$ cat src/rtl/mux_demux_pkg.sv
// Definitions shared by the 4:1 round-robin mux and the 1:4 demux, so both ends
// use the same channel-index encoding.
package mux_demux_pkg;
  localparam int NUM_CH = 4;
  localparam int SEL_W  = 2;

  typedef logic [SEL_W-1:0] ch_idx_t;

  // The round-robin pointer moves to the channel after the winner and wraps 3 -> 0.
  function automatic ch_idx_t next_idx(input ch_idx_t idx);
    return idx + ch_idx_t'(1);
  endfunction
endpackage

$ cat src/rtl/rr_arbiter4.sv
// Combinational 4-way round-robin arbiter. The search starts at ptr and wraps;
// grant is one-hot and is asserted only when en is high.
module rr_arbiter4
  import mux_demux_pkg::*;
(
  input  logic [NUM_CH-1:0] req,
  input  ch_idx_t           ptr,
  input  logic              en,
  output logic [NUM_CH-1:0] grant,
  output ch_idx_t           grant_idx
);

  logic    found;
  ch_idx_t cand;

  always_comb begin
    grant     = '0;
    grant_idx = '0;
    found     = 1'b0;
    cand      = '0;
    for (int k = 0; k < NUM_CH; k++) begin
      cand = ptr + ch_idx_t'(k);
      if (!found && req[cand]) begin
        found     = 1'b1;
        grant_idx = cand;
      end
    end
    if (en && found) grant[grant_idx] = 1'b1;
  end

endmodule

$ cat src/rtl/mux4_1_rr.sv
// 4:1 round-robin mux with one registered output stage. Each output beat is
// tagged with its source channel index, which drives the far-end demux select.
module mux4_1_rr
  import mux_demux_pkg::*;
#(
  parameter int WIDTH = 8
) (
  input  logic                    clk,
  input  logic                    rst_n,
  input  logic [NUM_CH-1:0]       in_valid,
  input  logic [NUM_CH*WIDTH-1:0] in_data,
  output logic [NUM_CH-1:0]       in_ready,
  output logic                    out_valid,
  output logic [WIDTH-1:0]        out_data,
  output ch_idx_t                 out_sel,
  input  logic                    out_ready
);

  // Handshake rules: a beat moves on a channel when valid and ready are both high
  // at the rising edge. in_ready is high only for the channel holding the grant,
  // and only while the output register can accept data, meaning it is empty or
  // is being drained in the same cycle. While out_valid=1 and out_ready=0 the
  // output beat is held unchanged.

  logic              loadable;
  logic [NUM_CH-1:0] grant;
  ch_idx_t           grant_idx;
  ch_idx_t           rr_ptr;
  logic              take;

  assign loadable = !out_valid || out_ready;

  rr_arbiter4 u_arb (
    .req       (in_valid),
    .ptr       (rr_ptr),
    .en        (loadable),
    .grant     (grant),
    .grant_idx (grant_idx)
  );

  // Hold in_ready low while reset is asserted so no source sees a phantom accept.
  assign in_ready = grant & {NUM_CH{rst_n}};
  assign take     = |grant;

  always_ff @(posedge clk or negedge rst_n) begin
    if (!rst_n) begin
      out_valid <= 1'b0;
      out_data  <= '0;
      out_sel   <= '0;
      rr_ptr    <= '0;
    end else if (loadable) begin
      if (take) begin
        out_valid <= 1'b1;
        out_data  <= in_data[grant_idx*WIDTH +: WIDTH];
        out_sel   <= grant_idx;
        rr_ptr    <= next_idx(grant_idx);
      end else begin
        out_valid <= 1'b0;
      end
    end
  end

endmodule

$ cat config.mk
export PLATFORM = sky130hd
export DESIGN_NAME = mux4_1_rr
export DESIGN_NICKNAME = d
export VERILOG_FILES = /design/src/rtl/mux_demux_pkg.sv /design/src/rtl/rr_arbiter4.sv /design/src/rtl/mux4_1_rr.sv
export SDC_FILE = /design/constraint.sdc
export NUM_CORES = 1
export LEC_CHECK = 0
export ABC_AREA = 1
export CAP_MARGIN = 20
export CORE_MARGIN = 5
export CORE_UTILIZATION = 41
export DETAILED_ROUTE_END_ITERATION = 8
export HOLD_SLACK_MARGIN = 0.06
export PLACE_DENSITY_LB_ADDON = 0.08
export RECOVER_POWER = 25
export SLEW_MARGIN = 20
export SYNTH_ARGS = -nofsm -noshare
export SYNTH_HDL_FRONTEND = slang
export SYNTH_SLANG_ARGS = --single-unit
$ cat constraint.sdc
create_clock -name clk -period 2.7 [get_ports clk]
set_clock_uncertainty 0.2 [all_clocks]
set_input_delay 0.54 -clock clk [delete_from_list [all_inputs] [get_ports clk]]
set_output_delay 0.54 -clock clk [all_outputs]
set_load 0.01 [all_outputs]
==> out/results.ini <==
[floorplanning]
num_rows = 19
core-area_um2 = 2730
die_w_um = 63.0
start_util = 0.421
die_h_um = 63.0
die-area_um2 = 3970
io_pins = 54

[synth]
synth_top_area_share = 0.391
synth.distinct_cells = 20
seq_area_frac_synth = 0.283
synthTopCellsByCount = nand2_1 (120), nand3_1 (20), dfrtp_1 (13), inv_1 (6)
synth_area_um2 = 1150
yosys_warnings = 0
synth_edf_count = 0
synthTopCellsByArea = nand2_1 (39%), dfrtp_1 (28%), nand3_1 (8.7%), nand3_2 (2.6%), nand2_2 (2.2%)
async_reset_ff_frac = 1.00
synth_seq_cells = 13
synth_area_per_cell_um2 = 5.84
netlist_instances = 197
yosysMostFrequentCell = nand2_1
yosys.area.top_type = nand2_1
synth.net_count = 236
synth_top_flop_cell = dfrtp_1

[layout]
drive_gt1_frac = 0.308
fillers = 241
postLayoutCoreUtil = 0.743
stdcell_area_um2 = 2030
nets = 316
area_growth_pct = 76.5
n_antenna_cell = 0

[critical_path]
endpoint_kind = output pin
critPathLaunchType = register
r2r_cells = 16
path_class = register to output pin
cp_max_fo = 6
crit_arrival_ps = 2030
cp.required_ps = 1960

[power]
peakVddDrop_mv = 1.33
power.leakage_nw = 1.07
p_per_area_nw_per_um2 = 1480
total_power_w = 0.00302

[sta]
worst_slack_ps = -74.5
fmax_ghz = 0.360
finalMaxSlewViolations = 0
rsz0062_at_grt = yes
period_share = 1.03
setup_violations = 4
hold_viol = 0
min_period_ps = 2770
worst_slew_margin_rel = 0.862
tightest_slew_ps = 207

[place]
place_area_um2 = 1800
pre_cts_slack_ps = -648
place.gp.congestion = 0.807
hpwl_um = 2580
numPortBuffers = 53

[cts]
cts-buffers-inserted = 3
clock_sinks = 13
cts_tree = built
ctsHtreeMaxLevel = 1
clkTransAtPathRegs_ps = 80
clk_latency_ps = 280
clock_path_buffers = 2
cts-root-buf = clkbuf_4

[global_routing]
grt_max_degree = 18
grt_usage = 0.176
grt_antenna_before_repair = 0
grt_pass1_vias = 1402
grt_pass1_wl_um = 5840
grt.overflow.total = 0

[routing]
wire_per_inst_um = 12.3
wl_um = 3760
drt_iter0_markers = 83
vias = 1473
drcViolationCount = 0
ant_nets = 0
viasPerCell = 4.80
dr.pass1.iters = 4

[outcome]
status = finished with violations
violations = negative setup slack

[min_path]
hp-class = register to register
hold_depth = 2

[job]
maxCapViolCount = 0

==> area by class of cell <==
cell class / instances / area (µm²) / area share
repair inverters: 1 / 5.00 / 0.00246
clock buffers: 4 / 26.3 / 0.0129
flip-flops and latches: 13 / 327 / 0.161
multi-input cells: 165 / 848 / 0.417
well taps: 31 / 38.8 / 0.0191
inverters: 11 / 48.8 / 0.0240
repair buffers: 82 / 738 / 0.363
==> routing by layer <==
| layer | GRT usage | share of wire | vias up | wire (µm) |
|---|---|---|---|---|
| li1 | - | - | 766 | - |
| met1 | 0.199 | 0.38 | 662 | 1440 |
| met2 | 0.324 | 0.55 | 39 | 2050 |
| met3 | 0.0504 | 0.064 | 6 | 239 |
| met4 | 0.0345 | 0.0080 | 0 | 30 |
| met5 | 0 | 0 | - | 0 |
==> registers in the layout (all words and copies together) (netlist names) <==
name	count
out_data	8
out_valid	1
out_sel	2
rr_ptr	2
==> kinds of logic (layout without fill, tap and decap cells) <==
kind of cell / Yosys count / after routing / share of synthesized area
AOI/OAI and AO/OA: 6 / 6 / 0.0315
buffers and inverters: 19 / 98 / 0.0946
DFF: 13 / 13 / 0.283
and+or+nand+nor: 159 / 159 / 0.591
==> path summary, 6_finish.rpt <==
kind,startpoint,endpoint,slack (ps)
worst max-delay path,rr_ptr[0]$_DFFE_PN0P_,in_ready[1],-70
worst min-delay path,out_data[1]$_DFFE_PN0P_,out_data[1]$_DFFE_PN0P_,280
worst max register to register,rr_ptr[0]$_DFFE_PN0P_,out_data[1]$_DFFE_PN0P_,440
worst min register to register,out_data[1]$_DFFE_PN0P_,out_data[1]$_DFFE_PN0P_,280
max in group asynchronous,rst_n,out_data[1]$_DFFE_PN0P_,1670
min in group asynchronous,rst_n,out_sel[1]$_DFFE_PN0P_,460
==> repair_timing <==
| action | 4_1_cts | 5_1_grt |
|---|---|---|
| setup buffers | 4 | 5 |
| hold buffers | 0 | 0 |
| gates cloned | 0 | 1 |
| pin swaps | 14 | 13 |
| gates resized for setup | 53 | 19 |
| setup endpoints to repair | 4 | 4 |
==> where the power goes <==
group / switching, W / internal (W)
registers: 0.0000756 / 0.000303
clock network: 0.0000632 / 0.0000573
logic: 0.00141 / 0.00110
==> through the flow <==
stage | hold slack, ps | TNS [ps] | instances
2_1_floorplan | 44.4 | 0 | 197
5_1_grt | 320 | -761 | 307
6_report | 280 | -288 | 307
3_3_place_gp | 262 | -2250 | 293
3_5_place_dp | 264 | -2410 | 293
4_1_cts | 284 | -49.1 | 301
==> critical path, cell delays in order, from the launching register on <==
cell     delay [ps]
dfrtp_2         490
buf_6           170
nand2_2          60
nand2_2          70
buf_4           140
nand2_2         110
o21ai_2          90
or2_1           240
nand2_2          70
inv_2            50
nand2_4          80
nor3_2           50
buf_2           130
==> cell usage in the layout (no fill, tap or decap), types with 5 or more instances in the layout <==
cell              n
nand2_1          99
clkdlybuf4s50_1  45
buf_4            25
nand3_1          19
nand2_2          18
dfrtp_1          12
nand2_4           9
inv_2             5
No activity file was read; power rests on OpenSTA's default activity.
